<file path="config.mk">
export PLATFORM = sky130hd
export DESIGN_NAME = multicycle_ctrl
export DESIGN_NICKNAME = d
export VERILOG_FILES = /design/src/rtl/ctrl_pkg.sv /design/src/rtl/opcode_class.sv /design/src/rtl/multicycle_ctrl.sv
export SDC_FILE = /design/constraint.sdc
export NUM_CORES = 1
export LEC_CHECK = 0
export CORE_MARGIN = 3
export CORE_UTILIZATION = 52
export DETAILED_ROUTE_END_ITERATION = 10
export PLACE_DENSITY = 0.85
export SLEW_MARGIN = 30
export SYNTH_ARGS = -nofsm -noshare
export SYNTH_HDL_FRONTEND = slang
export SYNTH_SLANG_ARGS = --single-unit
</file>
<file path="constraint.sdc">
create_clock -name clk -period 4.5 [get_ports clk]
set_input_delay 0.9 -clock clk [delete_from_list [all_inputs] [get_ports clk]]
set_output_delay 0.9 -clock clk [all_outputs]
set_load 0.01 [all_outputs]
</file>
<file path="src/rtl/ctrl_pkg.sv">
// rtl/ctrl_pkg.sv - shared state, opcode and select encodings for the multicycle control FSM
package ctrl_pkg;

    typedef logic [2:0] state_t;

    localparam state_t S_IDLE   = 3'd0;
    localparam state_t S_FETCH  = 3'd1;
    localparam state_t S_DECODE = 3'd2;
    localparam state_t S_EXEC   = 3'd3;
    localparam state_t S_MEM    = 3'd4;
    localparam state_t S_WB     = 3'd5;
    localparam state_t S_TRAP   = 3'd6;

    localparam logic [6:0] OPC_LUI    = 7'b0110111;
    localparam logic [6:0] OPC_AUIPC  = 7'b0010111;
    localparam logic [6:0] OPC_JAL    = 7'b1101111;
    localparam logic [6:0] OPC_JALR   = 7'b1100111;
    localparam logic [6:0] OPC_BRANCH = 7'b1100011;
    localparam logic [6:0] OPC_LOAD   = 7'b0000011;
    localparam logic [6:0] OPC_STORE  = 7'b0100011;
    localparam logic [6:0] OPC_OP_IMM = 7'b0010011;
    localparam logic [6:0] OPC_OP     = 7'b0110011;

    typedef enum logic [3:0] {
        CLS_ILLEGAL,
        CLS_R,
        CLS_I,
        CLS_LOAD,
        CLS_STORE,
        CLS_BRANCH,
        CLS_JAL,
        CLS_JALR,
        CLS_LUI,
        CLS_AUIPC
    } opclass_t;

    localparam logic [1:0] PC_PLUS4 = 2'b00;
    localparam logic [1:0] PC_IMM   = 2'b01;
    localparam logic [1:0] PC_ALU   = 2'b10;

    localparam logic [1:0] WB_ALU  = 2'b00;
    localparam logic [1:0] WB_LOAD = 2'b01;
    localparam logic [1:0] WB_PC4  = 2'b10;
    localparam logic [1:0] WB_IMM  = 2'b11;

    // Classes whose ALU operand B comes from the immediate.
    function automatic logic uses_imm(input opclass_t c);
        return (c == CLS_I) || (c == CLS_LOAD) || (c == CLS_STORE) ||
               (c == CLS_JALR) || (c == CLS_AUIPC);
    endfunction

endpackage

</file>
<file path="src/rtl/opcode_class.sv">
// rtl/opcode_class.sv - combinational RV32I opcode classifier with legal flag
module opcode_class
    import ctrl_pkg::*;
(
    input  logic [6:0] opcode,
    output opclass_t   cls,
    output logic       legal
);

    always_comb begin
        cls = CLS_ILLEGAL;
        case (opcode)
            OPC_OP:     cls = CLS_R;
            OPC_OP_IMM: cls = CLS_I;
            OPC_LOAD:   cls = CLS_LOAD;
            OPC_STORE:  cls = CLS_STORE;
            OPC_BRANCH: cls = CLS_BRANCH;
            OPC_JAL:    cls = CLS_JAL;
            OPC_JALR:   cls = CLS_JALR;
            OPC_LUI:    cls = CLS_LUI;
            OPC_AUIPC:  cls = CLS_AUIPC;
            default:    cls = CLS_ILLEGAL;
        endcase
        legal = (cls != CLS_ILLEGAL);
    end

endmodule

</file>
<file path="src/rtl/multicycle_ctrl.sv">
// rtl/multicycle_ctrl.sv - multicycle RV32I control FSM with retired-instruction counter
module multicycle_ctrl
    import ctrl_pkg::*;
#(
    parameter int          CNT_W    = 32,
    parameter logic [31:0] RESET_PC = 32'h0
) (
    input  logic             clk,
    input  logic             rst_n,
    input  logic [6:0]       opcode,
    input  logic [2:0]       func3,
    input  logic             branch_taken,
    input  logic             imem_ready,
    input  logic             dmem_ready,
    output logic             imem_req,
    output logic             ir_we,
    output logic             dmem_req,
    output logic             dmem_we,
    output logic [1:0]       dmem_size,
    output logic             rf_we,
    output logic             pc_we,
    output logic [1:0]       pc_sel,
    output logic [1:0]       wb_sel,
    output logic             alu_src_imm,
    output logic             trap,
    output logic [CNT_W-1:0] instret
);

    state_t   state;
    state_t   state_nx;
    opclass_t cls_dec;
    opclass_t cls_q;
    logic     legal_dec;
    logic [1:0] size_q;
    logic     retire;
    logic     unused_bits;

    // The PC register owns RESET_PC; func3[2] only selects sign extension in the datapath.
    assign unused_bits = ^{RESET_PC, func3[2]};

    opcode_class u_opcode_class (
        .opcode (opcode),
        .cls    (cls_dec),
        .legal  (legal_dec)
    );

    always_comb begin
        state_nx = state;
        case (state)
            S_IDLE:   state_nx = S_FETCH;
            S_FETCH:  if (imem_ready) state_nx = S_DECODE;
            S_DECODE: state_nx = legal_dec ? S_EXEC : S_TRAP;
            S_EXEC: begin
                if (cls_q == CLS_BRANCH)
                    state_nx = S_FETCH;
                else if (cls_q == CLS_LOAD || cls_q == CLS_STORE)
                    state_nx = S_MEM;
                else
                    state_nx = S_WB;
            end
            S_MEM: begin
                if (dmem_ready)
                    state_nx = (cls_q == CLS_LOAD) ? S_WB : S_FETCH;
            end
            S_WB:     state_nx = S_FETCH;
            S_TRAP:   state_nx = S_TRAP;
            default:  state_nx = S_IDLE;
        endcase
    end

    // Class and access size are latched once in DECODE so EXEC..WB never re-decode the IR.
    always_ff @(posedge clk or negedge rst_n) begin
        if (!rst_n) begin
            state   <= S_IDLE;
            cls_q   <= CLS_ILLEGAL;
            size_q  <= 2'b00;
            instret <= '0;
        end else begin
            state <= state_nx;
            if (state == S_DECODE) begin
                cls_q  <= cls_dec;
                size_q <= func3[1:0];
            end
            if (retire)
                instret <= instret + CNT_W'(1);
        end
    end

    always_comb begin
        imem_req    = 1'b0;
        ir_we       = 1'b0;
        dmem_req    = 1'b0;
        dmem_we     = 1'b0;
        dmem_size   = 2'b00;
        rf_we       = 1'b0;
        pc_we       = 1'b0;
        pc_sel      = PC_PLUS4;
        wb_sel      = WB_ALU;
        alu_src_imm = 1'b0;
        trap        = 1'b0;
        retire      = 1'b0;
        case (state)
            S_FETCH: begin
                imem_req = 1'b1;
                ir_we    = imem_ready;
            end
            S_EXEC: begin
                alu_src_imm = uses_imm(cls_q);
                if (cls_q == CLS_BRANCH) begin
                    pc_we  = 1'b1;
                    pc_sel = branch_taken ? PC_IMM : PC_PLUS4;
                    retire = 1'b1;
                end
            end
            S_MEM: begin
                dmem_req  = 1'b1;
                dmem_we   = (cls_q == CLS_STORE);
                dmem_size = size_q;
                if (dmem_ready && cls_q == CLS_STORE) begin
                    pc_we  = 1'b1;
                    retire = 1'b1;
                end
            end
            S_WB: begin
                rf_we  = 1'b1;
                pc_we  = 1'b1;
                retire = 1'b1;
                case (cls_q)
                    CLS_LOAD: wb_sel = WB_LOAD;
                    CLS_JAL:  begin wb_sel = WB_PC4; pc_sel = PC_IMM; end
                    CLS_JALR: begin wb_sel = WB_PC4; pc_sel = PC_ALU; end
                    CLS_LUI:  wb_sel = WB_IMM;
                    default:  wb_sel = WB_ALU;
                endcase
            end
            S_TRAP:  trap = 1'b1;
            default: ;
        endcase
    end

endmodule

</file>
==> impl_metrics.csv <==
group,metric,value,unit
synthesis,postSynthCellCount,232,
clock_tree,cts_resized,0,
placement,post-place-ws,1.15,ns
power,pwr-share-clk,0.256,
cells_and_area,ff_latch_area,1030,µm²
worst_setup_path,r2r_start,"cls_q[1]",
clock_tree,cts_root_buf,"clkbuf_8",
timing,finalWorstSetupSlack,1.14,ns
grt,overflow,0,
cells_and_area,num-fill-cells,313,
timing,rsz0062_at_grt,"no",
worst_setup_path,cp_max_fo,7,
cells_and_area,syn_to_final_growth,31.0,%
worst_setup_path,r2r-end,"instret[18]",
power,p_leak,1.32,nW
timing,maxSlewHeadroom,0.414,
clock_tree,cts_num_sinks,41,
detailed_routing,vias,1878,
clock_tree,cts_setup_buffers,0,
detailed_routing,ant_nets,0,
worst_hold_path,whs_endpoint,"instret[31]",
power,p_per_area,402,nW/µm²
clock_tree,ctsHoldBuffers,0,
clock_tree,cts_tree,"yes",
timing,whs,0.468,ns
placement,dp_hpwl,3.52,mm
detailed_routing,post_drt_wl_per_cell,14.4,µm
power,combPwrFrac,0.306,
placement,dpl_cell_area,2880,µm²
power,power.internal,0.801,mW
timing,tightest_slew,0.879,ns
grt,gr-usage-all-layers,0.202,
placement,gp_congestion,0.858,
power,switching_share,0.335,
grt,grt_max_degree,42,
clock_tree,cts_buffer_depth,2,
synthesis,yosysWarnings,0,
clock_tree,path_clk_slew,0.08,ns
worst_setup_path,cp_num_buf_inv,2,
grt,grt_first_pass_wirelength,8.37,mm
detailed_routing,dr.first_iter.drc_count,87,
timing,clock_skew,0.00886,ns
synthesis,ys_ff_latch,41,
timing,fin_crit,3.36,ns
status,outcome,"completed",
worst_setup_path,endpoint_kind,"primary output",
synthesis,yosysSeqAreaShare,0.448,
synthesis,synth_edf_count,0,
timing,slew_violations,0,
synthesis,syn_area_per_cell,9.86,µm²
clock_tree,htreeDepth,2,
synthesis,ys.flop_type,"dfrtp_1",
synthesis,syn-cell-area,2290,µm²
worst_setup_path,path_cells,"clkdlybuf4s50_1 > nand3b_1 > o221ai_4 > clkdlybuf4s50_1",
grt,antenna_found_initial,0,
detailed_routing,finalWirelength,4.90,mm
cells_and_area,postLayoutCellArea,3000,µm²
detailed_routing,drc_errors,0,
timing,setup_viol,0,
timing,tns,0,ns
die,initial_utilization,0.556,
worst_hold_path,hold_path_class,"flip-flop to flip-flop",
power,seqPwrFrac,0.438,
timing,hold_violations,0,
synthesis,async_flop_share,1.00,
detailed_routing,avgViaCountPerCell,5.54,
die,dieArea,5230,µm²
die,design.core.area,4120,µm²
grt,grt_pass1_vias,1843,
cells_and_area,multi_input_area,1150,µm²
cells_and_area,antenna_cells,0,
clock_tree,clock_latency,0.29,ns
synthesis,syn_nets,248,
cells_and_area,drive_gt1_frac,0.104,
flow_run,maxCapViolCount,0,
timing,min_period_over_period,0.747,
worst_setup_path,crit_path_max_incr_delay,0.62,ns
worst_setup_path,arrival,2.46,ns
worst_hold_path,holdPathStages,1,
worst_setup_path,rr_worst_depth,5,
placement,port-buffer-count,59,
synthesis,yosysUniqueCellTypes,45,
power,ir_worst_vdd,0.389,mV
worst_setup_path,reg2reg_slack,1.87,ns
power,p_sw,0.404,mW
worst_hold_path,hold_start,"instret[31]",
cells_and_area,nNetsFinal,304,
detailed_routing,first_pass_iters,4,
worst_setup_path,critPathSlowestCell,"clkdlybuf4s50_1",
die,fp.dieW,72.3,µm
clock_tree,numCtsBuffers,5,
worst_setup_path,cpLargestDelayFamily,"buffers and inverters",
worst_setup_path,crit_required,3.60,ns
cells_and_area,final_util,0.728,
die,rows,23,
worst_setup_path,worstSetupPathType,"primary input to primary output",
die,die_height,72.3,µm
timing,timing.fmax,0.297,GHz
die,io_pins,61,
worst_setup_path,worst_setup_path_start_kind,"primary input",
worst_setup_path,cpMostUsedCell,"clkdlybuf4s50_1",
[layer usage]
| layer | vias to the layer above | wire, µm | track usage |
|---|---|---|---|
| met4 | 0 | 50 | 0.0710 |
| li1 | 917 | - | - |
| met2 | 58 | 2540 | 0.348 |
| met1 | 898 | 2070 | 0.256 |
| met5 | - | 0 | 0 |
| met3 | 5 | 236 | 0.0319 |
[per-stage QoR]
step                std cells  power [mW]
floorplan                 232       0.746
finish                    339        1.21
global placement          331       0.889
global route              339        1.28
detailed placement        331       0.901
CTS                       339        1.21
[registers in the layout, indices dropped and copies added, names as in the netlist]
name and flops:
instret 32, size_q 2, state 3, cls_q 4
[how the worst max path moves through the flow]
stage / endpoint / startpoint / slack, ns / depth (start not counted)
after global routing: pc_we / dmem_ready / 1.09 / 4
after CTS: pc_we / dmem_ready / 1.14 / 4
after detailed placement: pc_we / dmem_ready / 1.15 / 4
after global placement: pc_we / dmem_ready / 1.16 / 4
after floorplan: pc_sel[0] / branch_taken / 2.30 / 3
final: pc_we / dmem_ready / 1.14 / 4
[cells by family (layout without fill, tap and decap cells)]
group	after synthesis	count (layout)	share of synthesized area
AND/OR/NAND/NOR	107	107	0.279
buffers and inverters	24	81	0.0487
adder cells (fa/ha/maj)	1	1	0.00547
flip-flops	41	41	0.448
multiplexers	4	4	0.0197
AO/OA/AOI/OAI	24	24	0.0798
XOR/XNOR	31	31	0.119
[final cells by class]
type | count | area share
multi-input combinational | 167 | 0.384
inverter | 14 | 0.0175
clock buffer | 6 | 0.0275
clock inverter | 2 | 0.0125
timing repair buffer | 59 | 0.195
sequential | 41 | 0.342
tap | 50 | 0.0209
[power groups by stage]
| stage | clock [mW] | combinational (mW) | sequential [mW] |
|---|---|---|---|
| after floorplan | 0 | 0.257 | 0.488 |
| after global placement | 0 | 0.361 | 0.528 |
| after detailed placement | 0 | 0.369 | 0.532 |
| after CTS | 0.313 | 0.372 | 0.526 |
| after global routing | 0.329 | 0.406 | 0.543 |
| final | 0.308 | 0.369 | 0.528 |
[synth_stat cells (2+ instances only)]
cell type	n	area, µm²
xor2_1	21	184
a211oi_1	2	15.0
clkbuf_1	5	18.8
dfrtp_1	41	1030
o21ai_0	4	20.0
nand2_1	24	90.1
nand4_1	4	25.0
mux2_2	4	45.0
a21oi_1	5	25.0
and2_1	2	12.5
or3_1	3	18.8
o31ai_1	2	15.0
buf_2	2	10.0
inv_1	14	52.6
nor3_2	7	70.1
nor2_1	21	78.8
nor2b_1	4	25.0
nand4_2	2	25.0
buf_6	2	22.5
xnor2_1	10	87.6
nor3_1	7	35.0
nand2b_1	3	18.8
a32oi_1	2	17.5
nand3_1	9	45.0
nor4_1	6	37.5
and3_1	4	25.0
nor4_4	2	42.5
nand3b_1	3	22.5
[cell usage in the layout, fill, tap and decap left out, types with 3 or more instances in the layout]
master and instances:
dfrtp_1 41, nor2b_1 4, clkdlybuf4s50_1 58, and3_1 4, nand3b_1 3, o21ai_0 4
clkbuf_8 6, or3_1 3, mux2_2 4, nor4_1 6, nand3_1 9, xor2_1 21
inv_1 14, nand2_1 24, nor2_1 21, xnor2_1 10, a21oi_1 5, nand2b_1 3
nand4_1 4, nor3_1 7, nor3_2 7
No activity file was read; power rests on OpenSTA's default activity.
